## config.mk

```make
export PLATFORM = sky130hd
export DESIGN_NAME = fifo_ctrl_flat
export DESIGN_NICKNAME = d
export VERILOG_FILES = /design/src/rtl/fifo_ctrl_if.sv /design/src/rtl/fifo_ctrl.sv /design/src/flat_wrapper.sv
export SDC_FILE = /design/constraint.sdc
export NUM_CORES = 1
export LEC_CHECK = 0
export CORE_AREA = 2 2 47 60
export CTS_CLUSTER_SIZE = 20
export DETAILED_ROUTE_END_ITERATION = 12
export DIE_AREA = 0 0 49 62
export GPL_TIMING_DRIVEN = 0
export PLACE_DENSITY = 0.78
export SLEW_MARGIN = 20
export SYNTH_ARGS = -nofsm -noshare
export SYNTH_HDL_FRONTEND = slang
export SYNTH_SLANG_ARGS = --single-unit
```

## constraint.sdc

```tcl
create_clock -name clk -period 3 [get_ports clk]
set_clock_uncertainty 0.2 [all_clocks]
set_input_delay 0.45 -clock clk [delete_from_list [all_inputs] [get_ports clk]]
set_output_delay 0.45 -clock clk [all_outputs]
set_load 0.005 [all_outputs]
```

## src/rtl/fifo_ctrl_if.sv

```systemverilog
// Handshake and status bundle between a FIFO user and the FIFO pointer/flag
// controller. The master side issues push/pop requests; the slave side
// (fifo_ctrl) returns row selects, occupancy and status flags.
interface fifo_ctrl_if #(
   parameter int DEPTH = 8,
   parameter int PTR_W = 3
);
   logic             wr_en;
   logic             rd_en;
   logic [DEPTH-1:0] ws;
   logic [DEPTH-1:0] rs;
   logic [DEPTH-1:0] oe;
   logic             full;
   logic             empty;
   logic             almost_full;
   logic [PTR_W:0]   count;
   logic             overflow;
   logic             underflow;

   modport master (
      output wr_en, rd_en,
      input  ws, rs, oe, full, empty, almost_full, count, overflow, underflow
   );

   modport slave (
      input  wr_en, rd_en,
      output ws, rs, oe, full, empty, almost_full, count, overflow, underflow
   );
endinterface

```

## src/rtl/fifo_ctrl.sv

```systemverilog
// Pointer and flag controller for a register-file FIFO whose rows share a
// tri-state read bus. Decides which row captures on a push and which row
// drives the bus (first-word-fall-through), and tracks occupancy and misuse.
module fifo_ctrl #(
   parameter int DEPTH    = 8,
   parameter int PTR_W    = 3,
   parameter int AF_LEVEL = 6
) (
   input logic          clk,
   input logic          clear,
   fifo_ctrl_if.slave   bus
);
   localparam logic [PTR_W:0]   CNT_ONE   = (PTR_W+1)'(1);
   localparam logic [PTR_W:0]   CNT_DEPTH = (PTR_W+1)'(DEPTH);
   localparam logic [PTR_W:0]   CNT_AF    = (PTR_W+1)'(AF_LEVEL);
   localparam logic [PTR_W-1:0] PTR_ONE   = PTR_W'(1);

   logic [PTR_W-1:0] wr_ptr_reg;
   logic [PTR_W-1:0] rd_ptr_reg;
   logic [PTR_W:0]   count_reg;
   logic [PTR_W:0]   count_next;
   logic             full_reg;
   logic             empty_reg;
   logic             af_reg;
   logic             overflow_reg;
   logic             underflow_reg;

   logic             push_ok;
   logic             pop_ok;
   logic [DEPTH-1:0] ws_vec;
   logic [DEPTH-1:0] rs_vec;

   // Request acceptance. A push into a full FIFO is allowed when a pop frees
   // the head row in the same cycle; clear suppresses both.
   always_comb begin
      push_ok = !clear && bus.wr_en && (!full_reg || bus.rd_en);
      pop_ok  = !clear && bus.rd_en && !empty_reg;
   end

   // One-hot row decoders: write-select follows the write pointer only on an
   // accepted push; the head row drives the bus whenever data is present.
   generate
      for (genvar gi = 0; gi < DEPTH; gi++) begin : g_row_sel
         assign ws_vec[gi] = push_ok && (wr_ptr_reg == PTR_W'(gi));
         assign rs_vec[gi] = !empty_reg && (rd_ptr_reg == PTR_W'(gi));
      end
   endgenerate

   assign bus.ws          = ws_vec;
   assign bus.rs          = rs_vec;
   assign bus.oe          = rs_vec;
   assign bus.full        = full_reg;
   assign bus.empty       = empty_reg;
   assign bus.almost_full = af_reg;
   assign bus.count       = count_reg;
   assign bus.overflow    = overflow_reg;
   assign bus.underflow   = underflow_reg;

   // Next occupancy; a simultaneous push and pop leaves it unchanged.
   always_comb begin
      count_next = count_reg;
      if (push_ok && !pop_ok)
         count_next = count_reg + CNT_ONE;
      else if (pop_ok && !push_ok)
         count_next = count_reg - CNT_ONE;
   end

   // Pointers, occupancy and flags; flags derive from the next count so they
   // always agree with the registered count.
   always_ff @(posedge clk) begin
      if (clear) begin
         wr_ptr_reg    <= '0;
         rd_ptr_reg    <= '0;
         count_reg     <= '0;
         full_reg      <= 1'b0;
         empty_reg     <= 1'b1;
         af_reg        <= 1'b0;
         overflow_reg  <= 1'b0;
         underflow_reg <= 1'b0;
      end else begin
         if (push_ok)
            wr_ptr_reg <= wr_ptr_reg + PTR_ONE;
         if (pop_ok)
            rd_ptr_reg <= rd_ptr_reg + PTR_ONE;
         count_reg <= count_next;
         full_reg  <= (count_next == CNT_DEPTH);
         empty_reg <= (count_next == '0);
         af_reg    <= (count_next >= CNT_AF);
         if (bus.wr_en && !push_ok)
            overflow_reg <= 1'b1;
         if (bus.rd_en && !pop_ok)
            underflow_reg <= 1'b1;
      end
   end
endmodule

```

## src/flat_wrapper.sv

```systemverilog
// flat-port wrapper written by rule: the top's interface ports become plain ports
module fifo_ctrl_flat 
#(
   parameter int DEPTH    = 8,
   parameter int PTR_W    = 3,
   parameter int AF_LEVEL = 6
)
  (clk, clear, bus_wr_en, bus_rd_en, bus_ws, bus_rs, bus_oe, bus_full, bus_empty, bus_almost_full, bus_count, bus_overflow, bus_underflow);
  fifo_ctrl_if #(.DEPTH(DEPTH), .PTR_W(PTR_W)) bus_i ();
  input logic clk;
  input logic clear;
  input wire logic [$bits(bus_i.wr_en)-1:0] bus_wr_en;
  input wire logic [$bits(bus_i.rd_en)-1:0] bus_rd_en;
  output wire logic [$bits(bus_i.ws)-1:0] bus_ws;
  output wire logic [$bits(bus_i.rs)-1:0] bus_rs;
  output wire logic [$bits(bus_i.oe)-1:0] bus_oe;
  output wire logic [$bits(bus_i.full)-1:0] bus_full;
  output wire logic [$bits(bus_i.empty)-1:0] bus_empty;
  output wire logic [$bits(bus_i.almost_full)-1:0] bus_almost_full;
  output wire logic [$bits(bus_i.count)-1:0] bus_count;
  output wire logic [$bits(bus_i.overflow)-1:0] bus_overflow;
  output wire logic [$bits(bus_i.underflow)-1:0] bus_underflow;
  assign bus_i.wr_en = bus_wr_en;
  assign bus_i.rd_en = bus_rd_en;
  assign bus_ws = bus_i.ws;
  assign bus_rs = bus_i.rs;
  assign bus_oe = bus_i.oe;
  assign bus_full = bus_i.full;
  assign bus_empty = bus_i.empty;
  assign bus_almost_full = bus_i.almost_full;
  assign bus_count = bus_i.count;
  assign bus_overflow = bus_i.overflow;
  assign bus_underflow = bus_i.underflow;
  fifo_ctrl #(.DEPTH(DEPTH), .PTR_W(PTR_W), .AF_LEVEL(AF_LEVEL)) u_core (.clk(clk), .clear(clear), .bus(bus_i));
endmodule
```

==> results.toml <==
[job]
timing.max_cap.violations = 0

[synth]
synth_flop_cell = "dfxtp_1"
syn-instance-count = 116
synth.distinct_cells = 36
synth-seq-cells = 15
async_flop_share_pct = 0
syn_avg_cell_area_sq_um = 9.082
synth_top_area_share_pct = 28.50
yosysMostFrequentCell = "dfxtp_1"
netlist_area_sq_um = 1054
yosys-top-cells-count = "dfxtp_1 (15), ha_1 (14), nor2_1 (11)"
ys_top_cells_by_area = "dfxtp_1 (29%), ha_1 (17%), buf_4 (5.7%)"
synth_fp_nets = 134
ys_seq_area_share_pct = 28.50
synth_edf_count = 0
yosys_warnings = 0
yosys.area.top_type = "dfxtp_1"

[cells_and_area]
fill_cells = 238
fin_area_sq_um = 1499
drive_gt1_share_pct = 17.20
syn_to_final_growth_pct = 42.28
fin_nets = 176
largest_reg_flops = 4
fin_util_pct = 58.81
diodes = 0

[die]
coreArea_sq_um = 2549
dieArea_sq_um = 3038
io_pins = 37
die_h_microns = 62
die_w_microns = 49
fp-row-count = 21
start_util_pct = 41.34

[timing]
setup_viol = 0
final.setup.worst_slack_ns = 0.05098
max_freq_mhz = 339.1
fin_crit_sh_pct = 98.30
slew_violations = 0
tightest_slew_ns = 0.4466
relSlewSlack_pct = 70.22
period_minus_slack_ns = 2.949
finalHoldViolCount = 0

[worst_setup_path]
cp-start-kind = "input pin"
cp-endpoint = "bus_ws[6]"
worstSetupStartpoint = "bus_wr_en"
critical_path_class = "input pin to primary output"
cpPeakStageDelay_ns = 0.58
cpMostUsedCell = "clkdlybuf4s50_1"
timing.rr.end = "u_core.bus.empty"
crit_buf_inv = 4
crit_required_ns = 2.35
cp.depth = 6
worstSetupEndpointType = "primary output"
path_delay_family = "buffers and inverters"
rr_worst_depth = 5
cp_slowest_cell = "clkdlybuf4s50_1"
r2r-start = "u_core.bus.count[1]"
critPathMaxFanout = 10
worst-r2r-setup-slack_ns = 1.01
cp.arrival_ns = 2.30
path_cells = "clkdlybuf4s50_1 > inv_1 > nor3_4 > clkbuf_4 > and3_1 > clkdlybuf4s50_1"

[drt]
dr.pass1.iters = 3
antenna_left = 0
drc = 0
vias = 921
drt_iter0_markers = 11
wl_per_cell_microns = 12.07
viasPerCell = 4.822
drt-total-wl_microns = 2306

[pwr]
power_leakage_uw = 0.0006809
p_switching_uw = 163.1
p_per_area_nw_per_um2 = 350.9
power.share.clock_pct = 22.6
seq_power_share_pct = 46.0
pwr-share-comb_pct = 31.5
sw_frac_of_total_pct = 31.01
peakVddDrop_mv = 0.3050
p_int_uw = 362.8

[grt]
gr-usage-all-layers_pct = 15.48
overflow = 0
antenna_found_initial = 0
grt_max_degree = 11
grt_pass1_wl_microns = 3643
grt_pass1_vias = 879

[cts]
cts_buffers = 3
tritoncts = "built"
clockBufferDepth = 2
clk_pin_slew_worst_paths_ns = 0.09
clock_latency_ns = 0.29
holdBufCountCts = 0
htree_num_levels = 1
cts_root_buffer = "clkbuf_4"
cts_sinks = 15

[placement]
io_buffer_count = 35
postPlaceCellArea_sq_um = 1446
place_congestion = 0.7979
dp_slack_ns = -0.1130
hpwl_microns = 1886

[status]
outcome = "completed"

[worst_hold_path]
hold_class = "flop to flop"
[repair_timing]
item	CTS	global route
gates resized for setup	2	2
gates cloned	0	0
pin swaps	0	1
setup endpoints to repair	6	6
setup buffers	0	2
[layout make-up]
class                           count  area (sq um)  area share [%]
Multi-Input combinational cell     80         643.1           42.90
Clock inverter                      1         5.005          0.3339
Sequential cell                    15         300.3           20.03
Timing Repair Buffer               37         365.4           24.37
Buffer                             11         82.58           5.509
Inverter                           10         37.54           2.504
Tap cell                           34         42.54           2.838
Clock buffer                        3         22.52           1.503
[how the worst min path moves through the flow]
stage | end | from | cells past startpoint | slack (ns)
after floorplan | u_core.bus.overflow | u_core.bus.overflow | 2 | 0.26
after global placement | u_core.bus.overflow | u_core.bus.overflow | 2 | 0.25
after detailed placement | u_core.bus.underflow | u_core.bus.underflow | 2 | 0.26
after CTS | u_core.bus.underflow | u_core.bus.underflow | 2 | 0.28
after global routing | u_core.bus.empty | clear | 3 | 0.31
final | u_core.bus.underflow | u_core.bus.underflow | 2 | 0.28
[cell usage in the layout, fill, tap and decap left out, types with 3 or more instances in the layout]
cell | netlist | final
buf_4 | 8 | 10
nand2_1 | 5 | 5
nor2b_1 | 3 | 3
clkbuf_4 | 0 | 4
clkdlybuf4s50_1 | 0 | 35
inv_1 | 10 | 10
nor2_1 | 11 | 11
dfxtp_1 | 15 | 15
a211oi_1 | 3 | 3
and3_1 | 9 | 9
and2_1 | 6 | 6
ha_1 | 14 | 14
a21oi_1 | 3 | 3
[per-stage QoR]
stage / TNS, ns / instances / hold WS [ns] / power [uW]
6_report: 0 / 191 / 0.2782 / 525.9
5_1_grt: -0.02229 / 191 / 0.3095 / 553.5
4_1_cts: 0 / 189 / 0.2818 / 526.6
3_5_place_dp: -0.6350 / 185 / 0.2593 / 409.9
3_3_place_gp: -0.3988 / 185 / 0.2546 / 401.7
2_1_floorplan: 0 / 116 / 0.2604 / 335.0
[power groups by stage]
stage	sequential [uW]	combinational (uW)	clock (uW)
finish	242	165	119
CTS	242	165	119
global route	245	184	124
floorplan	242	92.7	0
detailed placement	247	163	0
global placement	245	156	0
[kinds of logic after synthesis]
| logic type | Yosys count | share of synthesized area (%) |
|---|---|---|
| AND/OR/NAND/NOR | 45 | 26.25 |
| buffers and inverters | 21 | 11.05 |
| AO/OA/AOI/OAI | 15 | 11.28 |
| flip-flops | 15 | 28.50 |
| adder cells (fa/ha/maj) | 14 | 16.63 |
| XOR/XNOR | 3 | 2.495 |
| multiplexers | 3 | 3.800 |
[routing by layer]
| layer | up-vias | global-route usage (%) | part of all wire, % |
|---|---|---|---|
| met3 | 7 | 2.632 | 5.2 |
| met2 | 31 | 33.07 | 56 |
| li1 | 468 | - | - |
| met4 | 0 | 7.347 | 2.3 |
| met1 | 415 | 14.45 | 37 |
| met5 | - | 0 | 0 |
[tightest hold or removal path, stage by stage (launching register included)]
cell	delay (ns)
dfxtp_1	0.34
a21oi_1	0.04
nor2_1	0.07
Power figures use the tool's default switching activity.
